### config.mk
export PLATFORM = sky130hd
export DESIGN_NAME = mem_stage
export DESIGN_NICKNAME = d
export VERILOG_FILES = /design/src/rtl/mem_stage.sv
export SDC_FILE = /design/constraint.sdc
export NUM_CORES = 1
export LEC_CHECK = 0
export BUFFER_PORTS_ARGS = -buffer_cell sky130_fd_sc_hd__buf_2
export CORE_MARGIN = 8
export CORE_UTILIZATION = 51
export CTS_CLUSTER_SIZE = 8
export DETAILED_ROUTE_END_ITERATION = 6
export PLACE_DENSITY = 0.95
export SLEW_MARGIN = 20
export SYNTH_ARGS = -nofsm -noshare
export SYNTH_HDL_FRONTEND = slang
export SYNTH_SLANG_ARGS = --single-unit
### constraint.sdc
create_clock -name CLK -period 3.6 [get_ports CLK]
set_input_delay 0.18 -clock CLK [delete_from_list [all_inputs] [get_ports CLK]]
set_output_delay 0.18 -clock CLK [all_outputs]
set_load 0.02 [all_outputs]
### src/rtl/mem_stage.sv
// Load/store stage: decodes memory ops, drives a req/ack data bus with byte enables,
// extends load data and reports misaligned accesses and bus timeouts.
module mem_stage #(
  parameter int TIMEOUT = 16,
  parameter int CNT_W   = 5
) (
  input  logic        CLK,
  input  logic        RST,
  input  logic        in_valid,
  input  logic [31:0] Ins,
  input  logic [31:0] Result,
  input  logic [31:0] Rdata2,
  output logic        stall,
  output logic        dmem_req,
  output logic        dmem_we,
  output logic [31:0] dmem_addr,
  output logic [3:0]  dmem_be,
  output logic [31:0] dmem_wdata,
  input  logic        dmem_ack,
  input  logic [31:0] dmem_rdata,
  output logic        out_valid,
  output logic [31:0] WbData,
  output logic        addr_err,
  output logic        bus_err
);

  typedef enum logic {IDLE = 1'b0, REQ = 1'b1} state_t;

  localparam logic [CNT_W-1:0] CNT_LAST = CNT_W'(TIMEOUT - 1);

  localparam logic [1:0] SZ_BYTE = 2'd0;
  localparam logic [1:0] SZ_HALF = 2'd1;
  localparam logic [1:0] SZ_WORD = 2'd2;

  state_t           state_reg, state_next;
  logic [CNT_W-1:0] cnt_reg, cnt_next;
  logic [5:0]       op_reg, op_next;
  logic [1:0]       lo_reg, lo_next;
  logic             we_reg, we_next;
  logic [31:0]      addr_reg, addr_next;
  logic [3:0]       be_reg, be_next;
  logic [31:0]      wdata_reg, wdata_next;
  logic             out_valid_reg, out_valid_next;
  logic [31:0]      wb_reg, wb_next;
  logic             addr_err_reg, addr_err_next;
  logic             bus_err_reg, bus_err_next;

  logic [5:0]  opcode;
  logic        is_mem, is_store;
  logic [1:0]  size;
  logic        misaligned;
  logic [3:0]  be_calc;
  logic [31:0] wdata_calc;
  logic [7:0]  rd_byte;
  logic [15:0] rd_half;
  logic [31:0] load_val;
  logic        unused_ins;

  assign opcode     = Ins[31:26];
  assign unused_ins = ^Ins[25:0];

  always_comb begin
    is_mem   = 1'b1;
    is_store = 1'b0;
    size     = SZ_WORD;
    case (opcode)
      6'h20, 6'h24: size = SZ_BYTE;
      6'h21, 6'h25: size = SZ_HALF;
      6'h23:        size = SZ_WORD;
      6'h28: begin size = SZ_BYTE; is_store = 1'b1; end
      6'h29: begin size = SZ_HALF; is_store = 1'b1; end
      6'h2B: begin size = SZ_WORD; is_store = 1'b1; end
      default: is_mem = 1'b0;
    endcase
  end

  assign misaligned = ((size == SZ_HALF) && Result[0]) ||
                      ((size == SZ_WORD) && (Result[1:0] != 2'b00));

  always_comb begin
    be_calc    = 4'b1111;
    wdata_calc = Rdata2;
    case (size)
      SZ_BYTE: begin
        be_calc    = 4'b0001 << Result[1:0];
        wdata_calc = {4{Rdata2[7:0]}};
      end
      SZ_HALF: begin
        be_calc    = 4'b0011 << Result[1:0];
        wdata_calc = {2{Rdata2[15:0]}};
      end
      default: ;
    endcase
  end

  // Lane selection uses the offset captured at accept time, not the live Result.
  always_comb begin
    rd_byte = dmem_rdata[7:0];
    case (lo_reg)
      2'd1:    rd_byte = dmem_rdata[15:8];
      2'd2:    rd_byte = dmem_rdata[23:16];
      2'd3:    rd_byte = dmem_rdata[31:24];
      default: ;
    endcase
    rd_half  = lo_reg[1] ? dmem_rdata[31:16] : dmem_rdata[15:0];
    load_val = dmem_rdata;
    case (op_reg)
      6'h20:   load_val = {{24{rd_byte[7]}}, rd_byte};
      6'h24:   load_val = {24'd0, rd_byte};
      6'h21:   load_val = {{16{rd_half[15]}}, rd_half};
      6'h25:   load_val = {16'd0, rd_half};
      default: ;
    endcase
  end

  always_comb begin
    state_next     = state_reg;
    cnt_next       = cnt_reg;
    op_next        = op_reg;
    lo_next        = lo_reg;
    we_next        = we_reg;
    addr_next      = addr_reg;
    be_next        = be_reg;
    wdata_next     = wdata_reg;
    out_valid_next = 1'b0;
    wb_next        = wb_reg;
    addr_err_next  = 1'b0;
    bus_err_next   = 1'b0;
    case (state_reg)
      IDLE: begin
        if (in_valid) begin
          if (!is_mem) begin
            out_valid_next = 1'b1;
            wb_next        = Result;
          end else if (misaligned) begin
            out_valid_next = 1'b1;
            addr_err_next  = 1'b1;
            wb_next        = 32'd0;
          end else begin
            state_next = REQ;
            cnt_next   = '0;
            op_next    = opcode;
            lo_next    = Result[1:0];
            we_next    = is_store;
            addr_next  = {Result[31:2], 2'b00};
            be_next    = be_calc;
            wdata_next = wdata_calc;
          end
        end
      end
      REQ: begin
        // An ack in the final counted cycle still completes normally.
        if (dmem_ack) begin
          state_next     = IDLE;
          out_valid_next = 1'b1;
          wb_next        = we_reg ? 32'd0 : load_val;
        end else if (cnt_reg == CNT_LAST) begin
          state_next     = IDLE;
          out_valid_next = 1'b1;
          bus_err_next   = 1'b1;
          wb_next        = 32'd0;
        end else begin
          cnt_next = cnt_reg + CNT_W'(1);
        end
      end
      default: state_next = IDLE;
    endcase
  end

  always_ff @(posedge CLK) begin
    if (RST) begin
      state_reg     <= IDLE;
      cnt_reg       <= '0;
      op_reg        <= '0;
      lo_reg        <= '0;
      we_reg        <= 1'b0;
      addr_reg      <= '0;
      be_reg        <= '0;
      wdata_reg     <= '0;
      out_valid_reg <= 1'b0;
      wb_reg        <= '0;
      addr_err_reg  <= 1'b0;
      bus_err_reg   <= 1'b0;
    end else begin
      state_reg     <= state_next;
      cnt_reg       <= cnt_next;
      op_reg        <= op_next;
      lo_reg        <= lo_next;
      we_reg        <= we_next;
      addr_reg      <= addr_next;
      be_reg        <= be_next;
      wdata_reg     <= wdata_next;
      out_valid_reg <= out_valid_next;
      wb_reg        <= wb_next;
      addr_err_reg  <= addr_err_next;
      bus_err_reg   <= bus_err_next;
    end
  end

  assign stall      = (state_reg == REQ);
  assign dmem_req   = (state_reg == REQ);
  assign dmem_we    = we_reg;
  assign dmem_addr  = addr_reg;
  assign dmem_be    = be_reg;
  assign dmem_wdata = wdata_reg;
  assign out_valid  = out_valid_reg;
  assign WbData     = wb_reg;
  assign addr_err   = addr_err_reg;
  assign bus_err    = bus_err_reg;

endmodule

==> results.json <==
{
  "start_util_pct": 51.91,
  "worst_slew_pin_slew_ps": 943.8,
  "die_width_um": 118.1,
  "gr-total-overflow": 0,
  "drc": 0,
  "drv_cap": 0,
  "fin_util_pct": 72.01,
  "io_buffers": 209,
  "synth_edf_count": 0,
  "cts_tree": "done",
  "avgSynthCellArea_um2": 8.247,
  "hpwl_um": 12860,
  "synth_cell_types": 46,
  "drt_iter0_drc": 664,
  "wire_per_inst_um": 19.57,
  "die_area_um2": 13940,
  "yosys-top-cells-area": "dfxtp_1 44%, nand2_1 8.9%, a21oi_1 7.1%",
  "numClockSinks": 116,
  "grt_pass1_wl_um": 31960,
  "cts_buffers": 17,
  "final_cell_mix": "208 x buf_2, 125 x nand2_1, 116 x dfxtp_1",
  "final.min_clock_period_ps": 2583,
  "powerDensity_nw_per_um2": 445.6,
  "nNetsFinal": 1001,
  "cts_max_level": 4,
  "hp-class": "in -> reg",
  "synth.largest_area_cell": "dfxtp_1",
  "cts_hold_buf": 45,
  "cp-end-kind": "flip-flop",
  "cts.clk_slew.worst_paths_ps": 60,
  "met2_usage_pct": 46.27,
  "drive_gt1_share_pct": 30.98,
  "post_cts_buffers": 0,
  "fmax_mhz": 387.1,
  "track_usage_pct": 28.09,
  "holdCritStartpoint": "Rdata2[24]",
  "rsz0062_at_grt": "false",
  "synth-main-ff-cell": "dfxtp_1",
  "crit_start": "dmem_req$_SDFF_PP0_",
  "num_vias": 6084,
  "core_area_um2": 10230,
  "seq_area_frac_synth_pct": 43.72,
  "cp.required_ps": 4010,
  "critPathMaxFanout": 23,
  "ir_drop_mv": 0.4099,
  "die_h_um": 118.1,
  "status": "completed",
  "cp-start-kind": "flip-flop",
  "grt_pass1_vias": 6204,
  "fin_crit_sh_pct": 71.76,
  "multi_input_area_um2": 2728,
  "hold_viol_final": 0,
  "regArea_um2": 2322,
  "grt_start_max_net_pins": 72,
  "yosysWarnings": 0,
  "antenna_found_initial": 3,
  "p_leak_nw": 3.103,
  "yosysTopAreaCellShare_pct": 43.72,
  "cts_root_buf": "clkbuf_8",
  "drtPass1Iterations": 6,
  "relSlewSlack_pct": 37.05,
  "finalSetupTns_ps": 0,
  "globalRouteMet3Util_pct": 9.065,
  "place_congestion": 0.8905,
  "critPathKind": "reg -> reg",
  "reg2reg_from": "dmem_req$_SDFF_PP0_",
  "antenna_left": 0,
  "mostFrequentLayoutCell": "buf_2",
  "row_count": 37,
  "syn-cell-area_um2": 5311,
  "top_usage_layer": "met2",
  "ctsResizeCount": 0,
  "io_pins": 238,
  "wirelength_um": 19900,
  "drv_slew": 0,
  "clockBufferDepth": 2,
  "via_per_inst": 5.982,
  "gr-usage-met1_pct": 29.76,
  "fill_cells": 710,
  "async_flop_share_pct": 0,
  "synth-seq-cells": 116,
  "clk_latency_ps": 510,
  "syn_to_final_growth_pct": 38.70,
  "finalSetupViolations": 0,
  "netlist_instances": 644,
  "crit_arrival_ps": 3000,
  "skew_ps": 5.736
}
==> where the power goes <==
group | leakage, nW | internal [mW] | switching (mW)
Combinational | 1.91 | 0.171 | 0.253
Clock | 0.254 | 0.935 | 0.576
Sequential | 0.944 | 1.33 | 0.0220
Total | 3.10 | 2.43 | 0.852
==> path summary, 6_finish.rpt <==
kind                                                     to  slack, ps  cells after the start
worst max-delay path             dmem_addr[15]$_SDFFE_PP0P_       1020                      6
worst min-delay path            dmem_wdata[24]$_SDFFE_PP0P_         10                      3
worst max register to register   dmem_addr[15]$_SDFFE_PP0P_       1020                      6
worst min register to register  dmem_wdata[28]$_SDFFE_PP0P_        450                      2
==> stage by stage <==
step | instances | area, um^2 | worst slack, ps | hold WS, ps | power [mW]
floorplan | 645 | 5315 | 1649 | 259.3 | 1.585
global placement | 939 | 6370 | 1240 | 411.8 | 1.733
detailed placement | 939 | 6370 | 1211 | 432.7 | 1.743
CTS | 1014 | 7351 | 1172 | 1.686 | 3.279
global route | 1017 | 7367 | 918.2 | 29.33 | 3.394
finish | 1017 | 7367 | 1017 | 13.74 | 3.283
==> logic make-up (layout without fill, tap and decap cells) <==
family | after synthesis | count (layout) | share of synthesized area [%]
adders and majority gates | 2 | 2 | 0.4711
buffers and inverters | 66 | 299 | 5.606
other | 1 | 5 | 0.07060
DFF | 116 | 116 | 43.72
and+or+nand+nor | 226 | 226 | 17.93
muxes | 32 | 32 | 6.525
AOI/OAI and AO/OA | 201 | 201 | 25.68
==> area by class of cell <==
type / instances / share of cell area, %
diodes: 3 / 0.1019
well taps: 136 / 2.310
repair buffers: 265 / 21.64
inverters: 4 / 0.2038
clock inverters: 10 / 1.155
multi-input cells: 463 / 37.02
flip-flops and latches: 116 / 31.52
clock buffers: 20 / 6.046
==> layer usage <==
layer / wire length [um] / part of all wire (%)
met4: 1202 / 6.0
met5: 0 / 0
met1: 7127 / 36
met3: 1974 / 9.9
met2: 9599 / 48
==> synth_stat cells, types with 8 or more instances <==
library cell / count
a21oi_1: 75
nor3_1: 16
a22oi_1: 23
o21ai_0: 18
nand2_1: 126
clkbuf_1: 35
o211ai_1: 24
mux2i_1: 20
a221oi_1: 8
dfxtp_1: 116
mux2_2: 11
a211oi_1: 33
nor2_1: 58
buf_2: 18
==> worst max-delay path: stages, from the launching register on <==
cell and delay (ps):
dfxtp_1 540, nor2_1 210, a2111oi_4 480, and2_2 540
buf_4 350, nand2_1 130, a21oi_1 220
Power figures use the tool's default switching activity.
